--- config.mk ---
export PLATFORM = sky130hd
export DESIGN_NAME = ibex_instr_ahbl_bridge
export DESIGN_NICKNAME = d
export VERILOG_FILES = /design/src/rtl/system_pkg.sv /design/src/rtl/ibex_instr_ahbl_bridge.sv
export SDC_FILE = /design/constraint.sdc
export NUM_CORES = 1
export LEC_CHECK = 0
export ABC_AREA = 1
export BUFFER_PORTS_ARGS = -buffer_cell sky130_fd_sc_hd__buf_2
export CORE_AREA = 2 2 70 72
export DETAILED_ROUTE_END_ITERATION = 12
export DIE_AREA = 0 0 72 74
export PLACE_DENSITY = 0.82
export SLEW_MARGIN = 10
export SYNTH_ARGS = -nofsm -noshare
export SYNTH_HDL_FRONTEND = slang
export SYNTH_SLANG_ARGS = --single-unit
--- constraint.sdc ---
create_clock -name clk -period 1.8 [get_ports clk]
set_clock_uncertainty 0.1 [all_clocks]
set_input_delay 0.27 -clock clk [delete_from_list [all_inputs] [get_ports clk]]
set_output_delay 0.27 -clock clk [all_outputs]
set_load 0.1 [all_outputs]
--- src/rtl/system_pkg.sv ---
// Shared AHB-Lite encodings, bus widths and the fetch FSM state type
// used by the Ibex instruction-fetch bridge.
package system_pkg;

  localparam int unsigned ADDR_WIDTH = 32;
  localparam int unsigned DATA_WIDTH = 32;

  localparam logic [1:0] HTRANS_IDLE       = 2'b00;
  localparam logic [1:0] HTRANS_NONSEQ     = 2'b10;
  localparam logic [2:0] HSIZE_WORD        = 3'b010;
  localparam logic [2:0] HBURST_SINGLE     = 3'b000;
  localparam logic [3:0] HPROT_OPCODE_PRIV = 4'b0010;

  typedef enum logic [1:0] {
    S_IDLE = 2'b00,
    S_DATA = 2'b01,
    S_ERR  = 2'b10
  } fetch_state_e;

endpackage

--- src/rtl/ibex_instr_ahbl_bridge.sv ---
// Ibex instruction-fetch (req/gnt/rvalid) to AHB-Lite read-only master, one address phase overlapping one data phase.
// Optional FETCH_ADDR_CHECK_EN: out-of-region fetches are answered locally with an error instead of reaching the bus.
module ibex_instr_ahbl_bridge #(
  parameter int unsigned                           ADDR_WIDTH = system_pkg::ADDR_WIDTH,
  parameter int unsigned                           DATA_WIDTH = system_pkg::DATA_WIDTH,
  parameter logic [system_pkg::ADDR_WIDTH-1:0]     ISRAM_BASE = 32'h0000_0000,
  parameter int unsigned                           ISRAM_SIZE = 32'd512
) (
  input  logic                  clk,
  input  logic                  rst,
  input  logic                  instr_req_i,
  input  logic [ADDR_WIDTH-1:0] instr_addr_i,
  output logic                  instr_gnt_o,
  output logic                  instr_rvalid_o,
  output logic [DATA_WIDTH-1:0] instr_rdata_o,
  output logic                  instr_err_o,
  output logic [ADDR_WIDTH-1:0] ahbl_haddr,
  output logic [2:0]            ahbl_hburst,
  output logic                  ahbl_hmastlock,
  output logic [3:0]            ahbl_hprot,
  output logic [2:0]            ahbl_hsize,
  output logic [1:0]            ahbl_htrans,
  output logic [DATA_WIDTH-1:0] ahbl_hwdata,
  output logic                  ahbl_hwrite,
  input  logic [DATA_WIDTH-1:0] ahbl_hrdata,
  input  logic                  ahbl_hready,
  input  logic                  ahbl_hresp
);

  import system_pkg::*;

  fetch_state_e state_r;
  fetch_state_e state_nxt_s;
  logic         bus_ok_s;
  logic         addr_en_s;
  logic         issue_ok_s;
  logic         oor_s;
  logic         local_err_s;

  // The region must be a power of two and the base aligned to it.
  if ((ISRAM_SIZE == 32'd0) || ((ISRAM_SIZE & (ISRAM_SIZE - 32'd1)) != 32'd0) ||
      ((ISRAM_BASE & ADDR_WIDTH'(ISRAM_SIZE - 32'd1)) != '0)) begin : g_bad_region
    $error("ISRAM_SIZE must be a non-zero power of two with ISRAM_BASE aligned to it");
  end

`ifdef FETCH_ADDR_CHECK_EN
  logic                  local_err_r;
  logic [ADDR_WIDTH-1:0] addr_off_s;

  assign addr_off_s  = instr_addr_i - ISRAM_BASE;
  assign oor_s       = (addr_off_s >= ADDR_WIDTH'(ISRAM_SIZE));
  assign local_err_s = local_err_r;

  // Remembers that the pending data phase is a locally generated error.
  always_ff @(posedge clk) begin
    if (rst) begin
      local_err_r <= 1'b0;
    end else begin
      local_err_r <= instr_gnt_o & oor_s;
    end
  end
`else
  logic unused_addr_lsb;

  assign oor_s           = 1'b0;
  assign local_err_s     = 1'b0;
  assign unused_addr_lsb = ^instr_addr_i[1:0];
`endif

  assign ahbl_hburst    = HBURST_SINGLE;
  assign ahbl_hmastlock = 1'b0;
  assign ahbl_hprot     = HPROT_OPCODE_PRIV;
  assign ahbl_hsize     = HSIZE_WORD;
  assign ahbl_hwdata    = '0;
  assign ahbl_hwrite    = 1'b0;

  // FSM state register.
  always_ff @(posedge clk) begin
    if (rst) begin
      state_r <= S_IDLE;
    end else begin
      state_r <= state_nxt_s;
    end
  end

  // FSM next-state logic.
  always_comb begin
    state_nxt_s = state_r;
    case (state_r)
      S_IDLE: begin
        state_nxt_s = instr_gnt_o ? S_DATA : S_IDLE;
      end
      S_DATA: begin
        if (local_err_s) begin
          state_nxt_s = instr_gnt_o ? S_DATA : S_IDLE;
        end else if (ahbl_hresp) begin
          // hresp with hready in the first cycle is a protocol violation; close it out as an error.
          state_nxt_s = ahbl_hready ? S_IDLE : S_ERR;
        end else if (ahbl_hready) begin
          state_nxt_s = instr_gnt_o ? S_DATA : S_IDLE;
        end else begin
          state_nxt_s = S_DATA;
        end
      end
      S_ERR: begin
        state_nxt_s = ahbl_hready ? S_IDLE : S_ERR;
      end
      default: begin
        state_nxt_s = S_IDLE;
      end
    endcase
  end

  // FSM outputs: address phase towards the bus, response towards the core.
  always_comb begin
    bus_ok_s       = ahbl_hready & ~ahbl_hresp;
    addr_en_s      = 1'b0;
    issue_ok_s     = 1'b0;
    instr_gnt_o    = 1'b0;
    instr_rvalid_o = 1'b0;
    instr_err_o    = 1'b0;
    instr_rdata_o  = '0;
    ahbl_htrans    = HTRANS_IDLE;
    ahbl_haddr     = '0;
    case (state_r)
      S_IDLE: begin
        addr_en_s  = 1'b1;
        issue_ok_s = 1'b1;
      end
      S_DATA: begin
        addr_en_s  = local_err_s | ~ahbl_hresp;
        issue_ok_s = local_err_s | bus_ok_s;
      end
      S_ERR: begin
        addr_en_s  = 1'b0;
        issue_ok_s = 1'b0;
      end
      default: begin
        addr_en_s  = 1'b0;
        issue_ok_s = 1'b0;
      end
    endcase
    if (rst) begin
      ahbl_htrans = HTRANS_IDLE;
    end else begin
      instr_gnt_o = instr_req_i & issue_ok_s & (oor_s | ahbl_hready);
      ahbl_htrans = (instr_req_i & addr_en_s & ~oor_s) ? HTRANS_NONSEQ : HTRANS_IDLE;
      ahbl_haddr  = {instr_addr_i[ADDR_WIDTH-1:2], 2'b00};
      case (state_r)
        S_DATA: begin
          instr_rvalid_o = local_err_s | ahbl_hready;
          instr_err_o    = instr_rvalid_o & (local_err_s | ahbl_hresp);
        end
        S_ERR: begin
          instr_rvalid_o = ahbl_hready;
          instr_err_o    = ahbl_hready;
        end
        default: begin
          instr_rvalid_o = 1'b0;
          instr_err_o    = 1'b0;
        end
      endcase
      instr_rdata_o = (instr_rvalid_o & ~instr_err_o) ? ahbl_hrdata : '0;
    end
  end

endmodule

== After elaboration in Yosys (flattened, before gate mapping) ==
Cells that the tools add are included.
Cells by class
  eq/ne operators: 2
  muxes and demuxes: 19
  bitwise operators: 8
  reductions and logical operators: 2
Operator list (count)
  $mux 32: 3
  $mux 1: 8
  $mux 2: 4
  $and 1x1->1: 6
  $pmux 1 s2: 3
  $pmux 2 s3: 1
  $eq 2x1->1 const B: 1
  $eq 2x2->1 const B: 1
  $logic_not 2->1: 1
  $not 1->1: 2
  $reduce_or 2->1: 1
Word-level totals
  flip-flop bits (word level): 2
  input port bits: 69
  output and inout bits: 113
  logic and storage cells: 32

== Longest topological paths before layout ==
  word-level depth: 10
  gate-level depth with buffers: 7
  gate-level depth less buffers: 6

== Worst setup path after synthesis ==
OpenSTA, ideal clock, no wires.
  path type: register to output
  start point: reg state_r[0]
  end point: out instr_err_o
  data arrival time: 2.827 ns
  path slack: -1.397 ns
  cell stages (with the launch flop): 5
  path through: dfxtp_1 inv_1 ha_1 nand2_1 nor3_1
Between the ends
  cells in the longest elaborated chain, start to end: 4
  elaborated cells between the ends (all ways): 5
  classes of those cells: 2 x eq/ne; 3 x mux
Ends and longest elaborated chain
  start, declared: line ibex_instr_ahbl_bridge.sv:32  | fetch_state_e state_r;
  start signal, assigned: line ibex_instr_ahbl_bridge.sv:82  | state_r <= state_nxt_s;
  $eq 2x2->1 / $eq 2x1->1 (equally long branches): line ibex_instr_ahbl_bridge.sv:149  | case (state_r)
  $pmux 1 s2 *: line ibex_instr_ahbl_bridge.sv:149
  $mux 1 * (2 in series): line ibex_instr_ahbl_bridge.sv:143  | if (rst) begin
  end, declared: line ibex_instr_ahbl_bridge.sv:16  | output logic instr_err_o,
Mark *: on every way between the ends. The rest lies on a longest branch, timed or not. The select of a mux whose other input is x is not followed.

== Worst setup path after layout ==
  start point: reg state_r[0]
  end point: out instr_rdata_o[13]
Between the ends
  cells in the longest elaborated chain, start to end: 7
  elaborated cells between the ends (all ways): 11
  classes of those cells: 2 x eq/ne; 6 x mux; 2 x bitwise; 1 x reduce/logical
Ends and longest elaborated chain
  $eq 2x2->1 / $eq 2x1->1 (equally long branches): line ibex_instr_ahbl_bridge.sv:149
  $pmux 1 s2 / $reduce_or 2->1 (equally long branches)
  $mux 1 (on tied branches): line ibex_instr_ahbl_bridge.sv:143, ibex_instr_ahbl_bridge.sv:149
  $not 1->1 / $mux 1 (equally long branches): line ibex_instr_ahbl_bridge.sv:163, ibex_instr_ahbl_bridge.sv:143
  $and 1x1->1 *: line ibex_instr_ahbl_bridge.sv:163  | instr_rdata_o = (instr_rvalid_o & ~instr_err_o) ? ahbl_hrdata : '0;
  $mux 32 *: line ibex_instr_ahbl_bridge.sv:163
  $mux 32 *: line ibex_instr_ahbl_bridge.sv:143
  end, declared: line ibex_instr_ahbl_bridge.sv:15  | output logic [DATA_WIDTH-1:0] instr_rdata_o,
Marked as above.

==> Implementation_results.wiki <==
{| class="wikitable"
! Metric !! Value
|-
| Wire per inst || roughly 10 um
|-
| DRC violations left || 0
|-
| Endpoint type of the worst setup path || output pin
|-
| Biggest fanout along the worst timing path || 14
|-
| Number of post-CTS setup repair buffers || 0
|-
| Final Hold Fails || 0
|-
| Flip-flop count of the largest register after layout || 2
|-
| Antenna diodes || 0
|-
| DIE WIDTH || between 70 and 80 um
|-
| Count of placed standard cells in the final layout, fillers left out || between 300 and 400
|-
| Max Buffers Root-to-Sink || 2
|-
| Clock transition at the registers of the reported paths || 0.03 ns
|-
| Proportion of synthesized chip area in sequential cells || 0.0363
|-
| Share of post-route cells with drive strength above 1 || 0.630
|-
| Starting density of the core || 0.240
|-
| Port bufs || 132
|-
| GRT Total Usage || 0.147
|-
| Violations in the final reports || negative setup slack
|-
| Die Y-Extent || around 74 um
|-
| Relative area change from synthesis to final layout || 176%
|-
| Clock Sinks || 2
|-
| Global-route wire length before repair || around 6.3 mm
|-
| Combined area of all synthesized cells || roughly 1100 sq um
|-
| Registers with the most flip-flops || state_r (2)
|-
| Number of buffers created by CTS || 3
|-
| Met2 Track Usage GR || 0.309
|-
| Vias per inst || 3.61
|-
| Overflow left after global routing || 0
|-
| Antenna-violating nets left || 0
|-
| Number of design-rule violations left by the first detailed-router iteration || 31
|-
| Setup violation total in the final timing report || 34
|-
| Total power density per cell area || approximately 450 nW/um^2
|-
| # IOs || about 180
|-
| Number of different library cells in the post-synthesis netlist || 16
|-
| Outcome || complete, but fails checks
|-
| Number of antenna violations at the first check in global routing || 0
|-
| # Max-Cap Violations || 0
|-
| Setup repair after global routing missed its margin || true
|-
| Buffer type at the clock tree root || sky130_fd_sc_hd__clkbuf_8
|-
| Number of global-route vias before repair || roughly 1500
|-
| Cell leakage power || about 0.0016 uW
|-
| Number of iterations in the first detailed-routing pass || 2
|-
| Cell total after placement || ~400
|-
| Layer carrying the most global-route usage || met2
|-
| Reg-to-reg setup timing slack || a little under 0.5 ns
|-
| Post-route worst setup slack || -0.191 ns
|-
| Core area || about 4600 sq um
|-
| Post-Route WL || between 4 and 5 mm
|-
| Post-route clock period utilization || 1.11
|-
| Highest Clock Rate || 502 MHz
|-
| Required @ worst endpoint || between 1 and 1.5 ns
|-
| H-tree depth reported by CTS || 1
|-
| Detailed-placement wirelength estimate || roughly 3.8 mm
|-
| Row count || 25
|-
| Ys Warns || 0
|-
| CTS tree || done
|-
| Total via count after detailed routing || roughly 1400
|-
| Count of final max-slew check failures || 0
|-
| Total Die Area || roughly 5300 sq um
|-
| Mean cell area of the mapped netlist || roughly 5.3 sq um
|-
| Gp weighted congestion || 0.772
|-
| Number of standard cells after synthesis || 210
|-
| Crit path kind || reg -> out
|-
| Number of flip-flops and latches in the synthesized netlist || 2
|-
| Nets || 418
|-
| Arrival time at the worst endpoint || between 1.5 and 2 ns
|-
| Worst supply voltage drop on vdd || 0.480 mV
|-
| Kind of launch point of the worst setup path || register
|-
| Maximum number of pins on one net before global-route repair || 31
|-
| Insertion delay of the later-clocked pin in the worst-skew pair || between 0.2 and 0.25 ns
|-
| Global routing usage on met1 || 0.132
|-
| Worst hold path class || in -> reg
|-
| Register name with the most flops || state_r
|-
| Power after layout || 1380 uW
|-
| Met3 usage || 0.0312
|-
| Minimum clock period || ~2 ns
|}
final timing paths:
check | from | to | cells past startpoint
setup / recovery | state_r[0] | instr_rdata_o[13] | 8
hold / removal | ahbl_hresp | state_r[1] | 3
setup reg to reg | state_r[1] | state_r[0] | 7
hold reg to reg | state_r[1] | state_r[1] | 4
report_power, final:
group,internal (uW),switching [uW]
Clock,141,30.1
Combinational,255,904
Sequential,45.9,0.904
area by class of cell:
| type | instances | area (sq um) |
|---|---|---|
| Timing Repair Buffer | 139 | 1730 |
| Fill cell | 353 | 1550 |
| Multi-Input combinational cell | 130 | 910 |
| Inverter | 69 | 259 |
| Tap cell | 54 | 67.6 |
| Sequential cell | 2 | 42.5 |
| Clock buffer | 3 | 41.3 |
cell usage after synthesis, drive strengths merged:
master / count / area [sq um]
nor2: 66 / 260
nand3: 1 / 5.00
ha: 4 / 50.1
nand2: 8 / 37.5
dfxtp: 2 / 40.0
conb: 2 / 7.51
nor3: 1 / 5.00
inv: 69 / 259
a21oi: 3 / 26.3
buf: 54 / 413
cell families after synthesis:
kind of cell	synth area share
compound gates	0.0238
fa+ha+maj	0.0454
buf+inv	0.609
flops	0.0363
other cells	0.00681
simple gates	0.279
placed cells by master, fill, tap and decap left out, drive strengths merged:
cell type	count
a21oi	3
nor2	66
ha	4
clkbuf	3
nand2	8
nor3	1
inv	69
dfxtp	2
nand3	1
buf	139
conb	47
timing repair:
action	CTS	global route
hold buffers	0	0
endpoints found under the setup margin	34	35
gates resized for setup	1	0
pin swaps	0	1
stage by stage:
stage / cell area [sq um] / setup WS (ns) / setup TNS [ns] / hold slack [ns] / util
global route: 3050 / -0.288 / -8.89 / 0.311 / 0.663
CTS: 3050 / -0.224 / -6.36 / 0.282 / 0.663
global placement: 3010 / 0.0338 / 0 / 0.489 / 0.654
detailed placement: 3010 / 0.000217 / 0 / 0.496 / 0.654
floorplan: 1630 / -0.688 / -21.89 / 0.326 / -
finish: 3050 / -0.191 / -5.83 / 0.279 / 0.663
critical path, cell delays in order (launching register included):
cell and delay, ns:
sky130_fd_sc_hd__dfxtp_2 0.34, sky130_fd_sc_hd__inv_2 0.06, sky130_fd_sc_hd__ha_4 0.27, sky130_fd_sc_hd__nand2_4 0.05
sky130_fd_sc_hd__nor2_4 0.13, sky130_fd_sc_hd__nand2_4 0.08, sky130_fd_sc_hd__buf_12 0.18, sky130_fd_sc_hd__nor2_4 0.12
sky130_fd_sc_hd__buf_12 0.18
metal layers:
metal / part of all wire / up-vias
li1: - / 731
met3: 0.069 / 6
met4: 0.013 / 0
met5: 0 / -
met2: 0.63 / 80
met1: 0.29 / 617
Power figures use the tool's default switching activity.
